==> config.mk <==
export PLATFORM = sky130hd
export DESIGN_NAME = ram_rr_arbiter_flat
export DESIGN_NICKNAME = d
export VERILOG_FILES = /design/src/rtl/ram_rr_arbiter_pkg.sv /design/src/rtl/ram_rr_arbiter_if.sv /design/src/rtl/ram_rr_arbiter_rr_arb2.sv /design/src/rtl/ram_rr_arbiter.sv /design/src/flat_wrapper.sv
export SDC_FILE = /design/constraint.sdc
export NUM_CORES = 1
export LEC_CHECK = 0
export BUFFER_PORTS_ARGS = -buffer_cell sky130_fd_sc_hd__buf_2
export CORE_ASPECT_RATIO = 1.2
export CORE_MARGIN = 8
export CORE_UTILIZATION = 33
export CTS_CLUSTER_SIZE = 12
export DETAILED_ROUTE_END_ITERATION = 16
export GPL_TIMING_DRIVEN = 1
export MAX_ROUTING_LAYER = met4
export PLACE_DENSITY_LB_ADDON = 0.08
export SLEW_MARGIN = 25
export SYNTH_ARGS = -nofsm -noshare
export SYNTH_HDL_FRONTEND = slang
export SYNTH_SLANG_ARGS = --single-unit
export TNS_END_PERCENT = 5
==> constraint.sdc <==
create_clock -name clk -period 2 [get_ports clk]
set_input_delay 0.4 -clock clk [delete_from_list [all_inputs] [get_ports clk]]
set_output_delay 0.4 -clock clk [all_outputs]
set_load 0.01 [all_outputs]
==> src/rtl/ram_rr_arbiter_pkg.sv <==
// Shared types for the two-requester RAM arbiter.
// Owner encoding, lock FSM states and default widths.
package ram_arb_pkg;

  localparam int DATA_W     = 8;
  localparam int ADDR_W     = 4;
  localparam int LOCK_MAX_D = 4;

  typedef logic [1:0] owner_t;

  localparam owner_t OWN_NONE = 2'b00;
  localparam owner_t OWN_A    = 2'b01;
  localparam owner_t OWN_B    = 2'b10;

  typedef enum logic [1:0] {
    ST_UNLOCKED = 2'b00,
    ST_LOCKED_A = 2'b01,
    ST_LOCKED_B = 2'b10
  } lock_st_t;

  function automatic owner_t st_owner(
    input lock_st_t s
  );
    unique case (s)
      ST_LOCKED_A: return OWN_A;
      ST_LOCKED_B: return OWN_B;
      default:     return OWN_NONE;
    endcase
  endfunction

endpackage

==> src/rtl/ram_rr_arbiter_if.sv <==
// One requester channel: valid/ready request plus
// a non-backpressured read response. master = client.
interface ram_rr_arbiter_if
  import ram_arb_pkg::*;
#(
  parameter int DW = DATA_W,
  parameter int AW = ADDR_W
);

  logic          req_valid;
  logic          req_ready;
  logic          req_we;
  logic          req_lock;
  logic [AW-1:0] req_addr;
  logic [DW-1:0] req_wdata;
  logic          rsp_valid;
  logic [DW-1:0] rsp_rdata;

  modport master (
    output req_valid, req_we, req_lock,
    output req_addr, req_wdata,
    input  req_ready, rsp_valid, rsp_rdata
  );

  modport slave (
    input  req_valid, req_we, req_lock,
    input  req_addr, req_wdata,
    output req_ready, rsp_valid, rsp_rdata
  );

endinterface

==> src/rtl/ram_rr_arbiter_rr_arb2.sv <==
// Combinational two-way grant: lock owner first, then
// a lone requester, then the round-robin pointer.
module rr_arb2
  import ram_arb_pkg::*;
(
  input  logic [1:0] i_req,
  input  logic       i_rr_ptr,
  input  owner_t     i_lock_owner,
  output logic [1:0] o_gnt
);

  logic [1:0] w_own;

  assign w_own = i_lock_owner & i_req;

  always_comb begin
    o_gnt = 2'b00;
    if (|w_own) begin
      o_gnt = w_own;
    end else if (&i_req) begin
      o_gnt = i_rr_ptr ? 2'b10 : 2'b01;
    end else begin
      o_gnt = i_req;
    end
  end

endmodule

==> src/rtl/ram_rr_arbiter.sv <==
// Shares one 1-cycle-latency single-port RAM between
// requesters a/b (slave channels); drives all ram_* pins.
module ram_rr_arbiter
  import ram_arb_pkg::*;
#(
  parameter int DATA_WIDTH = DATA_W,
  parameter int ADDR_WIDTH = ADDR_W,
  parameter int LOCK_MAX   = LOCK_MAX_D
) (
  input  logic                  clk,
  input  logic                  rst,
  ram_rr_arbiter_if.slave       a,
  ram_rr_arbiter_if.slave       b,
  output logic                  ram_en,
  output logic                  ram_we,
  output logic [ADDR_WIDTH-1:0] ram_addr,
  output logic [DATA_WIDTH-1:0] ram_din,
  input  logic [DATA_WIDTH-1:0] ram_dout
);

  localparam int CW = $clog2(LOCK_MAX + 1);
  localparam logic [CW-1:0] CNT_LAST =
    CW'(LOCK_MAX - 1);

  lock_st_t    r_st, w_st_nxt;
  logic [CW-1:0] r_cnt, w_cnt_nxt;
  logic        r_rr_ptr, w_rr_nxt;
  owner_t      r_tag, w_tag_nxt;
  owner_t      w_owner;
  logic [1:0]  w_req, w_gnt;
  logic        w_any, w_idx;
  logic        w_lock_g, w_we_g, w_own_g;

  // Nothing is granted while reset is held.
  assign w_req   = rst ? 2'b00
                 : {b.req_valid, a.req_valid};
  assign w_owner = st_owner(r_st);

  rr_arb2 u_arb (
    .i_req        (w_req),
    .i_rr_ptr     (r_rr_ptr),
    .i_lock_owner (w_owner),
    .o_gnt        (w_gnt)
  );

  assign w_any    = |w_gnt;
  assign w_idx    = w_gnt[1];
  assign w_lock_g = w_idx ? b.req_lock : a.req_lock;
  assign w_we_g   = w_idx ? b.req_we : a.req_we;
  assign w_own_g  = w_any && (w_gnt == w_owner);

  assign a.req_ready = w_gnt[0];
  assign b.req_ready = w_gnt[1];

  always_comb begin
    ram_en   = w_any;
    ram_we   = 1'b0;
    ram_addr = '0;
    ram_din  = '0;
    if (w_gnt[0]) begin
      ram_we   = a.req_we;
      ram_addr = a.req_addr;
      ram_din  = a.req_wdata;
    end else if (w_gnt[1]) begin
      ram_we   = b.req_we;
      ram_addr = b.req_addr;
      ram_din  = b.req_wdata;
    end
  end

  // Pointer always lands on the loser; a locked
  // owner's grants leave it there, so the release
  // hands priority to the other side.
  always_comb begin
    w_st_nxt  = r_st;
    w_cnt_nxt = r_cnt;
    w_rr_nxt  = r_rr_ptr;
    w_tag_nxt = w_we_g ? OWN_NONE : owner_t'(w_gnt);
    if (w_any) w_rr_nxt = ~w_idx;
    if (w_own_g) begin
      if (w_lock_g && (r_cnt < CNT_LAST)) begin
        w_cnt_nxt = r_cnt + CW'(1);
      end else begin
        w_st_nxt  = ST_UNLOCKED;
        w_cnt_nxt = '0;
      end
    end else if (w_any && w_lock_g
                 && (LOCK_MAX > 1)) begin
      w_st_nxt  = w_idx ? ST_LOCKED_B : ST_LOCKED_A;
      w_cnt_nxt = CW'(1);
    end else begin
      // No grant, or an idle owner lost the lock.
      w_st_nxt  = ST_UNLOCKED;
      w_cnt_nxt = '0;
    end
  end

  always_ff @(posedge clk) begin
    if (rst) begin
      r_st     <= ST_UNLOCKED;
      r_cnt    <= '0;
      r_rr_ptr <= 1'b0;
      r_tag    <= OWN_NONE;
    end else begin
      r_st     <= w_st_nxt;
      r_cnt    <= w_cnt_nxt;
      r_rr_ptr <= w_rr_nxt;
      r_tag    <= w_tag_nxt;
    end
  end

  assign a.rsp_valid = r_tag[0];
  assign b.rsp_valid = r_tag[1];
  assign a.rsp_rdata = r_tag[0] ? ram_dout : '0;
  assign b.rsp_rdata = r_tag[1] ? ram_dout : '0;

endmodule

==> src/flat_wrapper.sv <==
// flat-port wrapper written by rule: the top's interface ports become plain ports
module ram_rr_arbiter_flat import ram_arb_pkg::*;
#(
  parameter int DATA_WIDTH = DATA_W,
  parameter int ADDR_WIDTH = ADDR_W,
  parameter int LOCK_MAX   = LOCK_MAX_D
)
  (clk, rst, ram_en, ram_we, ram_addr, ram_din, ram_dout, a_req_valid, a_req_we, a_req_lock, a_req_addr, a_req_wdata, a_req_ready, a_rsp_valid, a_rsp_rdata, b_req_valid, b_req_we, b_req_lock, b_req_addr, b_req_wdata, b_req_ready, b_rsp_valid, b_rsp_rdata);
  ram_rr_arbiter_if #(.DW((8)), .AW((4))) a_i ();
  ram_rr_arbiter_if #(.DW((8)), .AW((4))) b_i ();
  input  logic clk;
  input  logic rst;
  output logic ram_en;
  output logic ram_we;
  output logic [ADDR_WIDTH-1:0] ram_addr;
  output logic [DATA_WIDTH-1:0] ram_din;
  input  logic [DATA_WIDTH-1:0] ram_dout;
  input wire logic [$bits(a_i.req_valid)-1:0] a_req_valid;
  input wire logic [$bits(a_i.req_we)-1:0] a_req_we;
  input wire logic [$bits(a_i.req_lock)-1:0] a_req_lock;
  input wire logic [$bits(a_i.req_addr)-1:0] a_req_addr;
  input wire logic [$bits(a_i.req_wdata)-1:0] a_req_wdata;
  output wire logic [$bits(a_i.req_ready)-1:0] a_req_ready;
  output wire logic [$bits(a_i.rsp_valid)-1:0] a_rsp_valid;
  output wire logic [$bits(a_i.rsp_rdata)-1:0] a_rsp_rdata;
  input wire logic [$bits(b_i.req_valid)-1:0] b_req_valid;
  input wire logic [$bits(b_i.req_we)-1:0] b_req_we;
  input wire logic [$bits(b_i.req_lock)-1:0] b_req_lock;
  input wire logic [$bits(b_i.req_addr)-1:0] b_req_addr;
  input wire logic [$bits(b_i.req_wdata)-1:0] b_req_wdata;
  output wire logic [$bits(b_i.req_ready)-1:0] b_req_ready;
  output wire logic [$bits(b_i.rsp_valid)-1:0] b_rsp_valid;
  output wire logic [$bits(b_i.rsp_rdata)-1:0] b_rsp_rdata;
  assign a_i.req_valid = a_req_valid;
  assign a_i.req_we = a_req_we;
  assign a_i.req_lock = a_req_lock;
  assign a_i.req_addr = a_req_addr;
  assign a_i.req_wdata = a_req_wdata;
  assign a_req_ready = a_i.req_ready;
  assign a_rsp_valid = a_i.rsp_valid;
  assign a_rsp_rdata = a_i.rsp_rdata;
  assign b_i.req_valid = b_req_valid;
  assign b_i.req_we = b_req_we;
  assign b_i.req_lock = b_req_lock;
  assign b_i.req_addr = b_req_addr;
  assign b_i.req_wdata = b_req_wdata;
  assign b_req_ready = b_i.req_ready;
  assign b_rsp_valid = b_i.rsp_valid;
  assign b_rsp_rdata = b_i.rsp_rdata;
  ram_rr_arbiter #(.DATA_WIDTH(DATA_WIDTH), .ADDR_WIDTH(ADDR_WIDTH), .LOCK_MAX(LOCK_MAX)) u_core (.clk(clk), .rst(rst), .a(a_i), .b(b_i), .ram_en(ram_en), .ram_we(ram_we), .ram_addr(ram_addr), .ram_din(ram_din), .ram_dout(ram_dout));
endmodule
==> results_dict.tcl <==
set metrics [dict create \
    worst_pin_slew_ns 0.3764 \
    insertion_delay_ns 0.25 \
    crit_type "reg2out" \
    use_met2 0.2157 \
    gp_congestion 0.7296 \
    cts.clk_slew.worst_paths_ns 0.05 \
    hold_slack_ns 0.3301 \
    gr-usage-met1 0.1069 \
    nNetsFinal 195 \
    synthCells 73 \
    cp_data_required_time_ns 1.60 \
    peakVddDrop_mv 0.3838 \
    drc_errors 0 \
    drv_slew 0 \
    cts_root_buffer "clkbuf_4" \
    fmax_mhz 513.2 \
    cts_max_path_buffers 2 \
    yosys_warnings 0 \
    core_area_um2 1872 \
    fin_crit_ns 1.948 \
    yosysTopAreaCellShare 0.2424 \
    drt_wl_total_um 2380 \
    dr_total_vias 837 \
    grtUsageTotal 0.1194 \
    wl_per_cell_um 13.92 \
    dp_hpwl_um 2001 \
    synth-simple-area-share 0.3447 \
    post_dp_cell_area_um2 1081 \
    crit_fanout 15 \
    ant_nets 0 \
    grt_pass1_vias 785 \
    placed_cells 166 \
    hp-class "in2reg" \
    final.setup_skew_ns 0.004338 \
    synth_top_area_cell "dfxtp_1" \
    grt_pass1_wl_um 3629 \
    cts_buffers 3 \
    cts_num_sinks 8 \
    rows 17 \
    top_usage_layer "met2" \
    die_y_um 65.02 \
    synth_xor_area_frac 0 \
    finish.utilization 0.6016 \
    synth_seq_cells 8 \
    rsz0062_at_grt "yes" \
    synth_top_flop_cell "dfxtp_1" \
    p_per_area_nw_per_um2 409.1 \
    syn_nets 114 \
    synth_top_family_by_area "compound AO/OA/AOI/OAI gates" \
    p_total_mw 0.4606 \
    antenna_found_initial 0 \
    synth-async-reset-ratio 0 \
    via_per_inst 4.895 \
    p_leak_nw 0.6170 \
    startpoint_type "flip-flop" \
    post-route-period-util 0.9742 \
    critPathArrivalTime_ns 1.55 \
    dieWidth_um 56.85 \
    grt-ovfl-total 0 \
    hold_viol_final 0 \
    pin_count 74 \
    yosys.cell_count.top_type "and2_1" \
    cts_tree "done" \
    drive_gt1_frac 0.5789 \
    syn_avg_cell_area_um2 9.050 \
    cts_max_level 1 \
    netlist_top_cells_area "dfxtp_1, a22o_1, and2_1, a311oi_4, nand2b_1" \
    synth_edf_count 0 \
    synth_compound_area_frac 0.3580 \
    grt_max_degree 20 \
    io_buffers 73 \
    synth_fa_ha_area_frac 0.01894 \
    ys_types 26 \
    area_growth_pct 70.45 \
    maxSlewHeadroom 0.7475 \
    syn_area_um2 660.6 \
    firstDrtPassIters 4 \
    drt_iter0_markers 16 \
    yosysSeqAreaShare 0.2424 \
    met3_usage 0.07212 \
    outcome "finished, final reports clean" \
    start_util 0.3529 \
    final_area_um2 1126 \
    synthMuxAreaShare 0 \
    synthTopCellsByCount "and2_1, a22o_1, dfxtp_1" \
    drv_cap 0 \
    finalSetupViolCount 0 \
    cp-end-kind "output pin" \
    die-area_um2 3696 \
    stdcell_count 171 \
    n_antenna_cell 0 \
]
## cell families (layout without fill, tap and decap cells)
group / count (synthesis) / in the layout
fa+ha+maj: 1 / 1
flops: 8 / 8
buf+inv: 4 / 83
compound gates: 24 / 24
simple gates: 36 / 36
## critical path, stage by stage, from the launching register on
cell	delay, ns
dfxtp_4	0.36
nand2b_1	0.17
a311oi_4	0.34
buf_12	0.18
a22o_1	0.13
buf_2	0.13
## final timing paths
| kind | slack [ns] | from | depth (start not counted) | end |
|---|---|---|---|---|
| max | 0.05 | u_core.r_rr_ptr$_SDFFE_PP0N_ | 5 | ram_din[4] |
| max reg2reg | 0.42 | u_core.r_rr_ptr$_SDFFE_PP0N_ | 6 | u_core.r_cnt[2]$_SDFF_PP0_ |
| min | 0.33 | b_req_we | 2 | u_core.r_tag[1]$_SDFF_PP0_ |
| min reg2reg | 0.53 | u_core.r_cnt[2]$_SDFF_PP0_ | 2 | u_core.r_cnt[0]$_SDFF_PP0_ |
## power by group
group / internal [mW] / switching, mW / total, mW
sequential: 0.164 / 0.00737 / 0.171
combinational: 0.0930 / 0.0791 / 0.172
clock: 0.0682 / 0.0489 / 0.117
total: 0.325 / 0.135 / 0.461
## routing by layer
layer	wire, um	share of wire
met2	1230	0.52
met4	0	0
met5	0	0
met3	296	0.12
met1	854	0.36
## through the flow
stage	setup WS, ns	setup TNS, ns
after floorplan	0.1121	0
after global placement	0.1303	0
after detailed placement	0.1119	0
after CTS	0.001444	0
after global routing	-0.05203	-0.5072
final	0.05157	0
## state kept, by name, summed over array words and instances, names as in the netlist
register and count:
u_core.r_cnt 3, u_core.r_st 2, u_core.r_rr_ptr 1, u_core.r_tag 2
## placed cells by master (no fill, tap or decap)
cell      instances
dfxtp_1           6
nor2_1            1
o21a_1            1
o211ai_1          1
dfxtp_4           2
a21oi_1           2
nand2b_1          4
buf_2            73
or3_1             1
a32oi_1           1
buf_4             3
and3b_1           2
nand2_1           3
a311oi_4          2
nand3_1           2
a22oi_2           1
buf_12            2
nor3b_1           3
clkbuf_4          3
o21ba_2           1
and2_1           16
nor2b_1           1
a22o_1           13
nor3_2            1
ha_1              1
o22ai_1           1
inv_1             2
nand3b_1          2
a211oi_1          1
## area by class of cell
cell class,count,area [um^2]
fill,177,745.7
timing repair buffer,78,427.9
clock buffer,3,22.52
inverter,2,7.507
tap,19,23.77
multi-input combinational,61,476.7
sequential,8,167.7
## timing repair
action                                  in CTS  in global routing
resized for setup                            2                  2
endpoints found under the setup margin      13                 13
buffers inserted                             1                  1
hold endpoints to repair                     0                  0
hold buffers                                 0                  0
(Power assumes the default switching activity.)
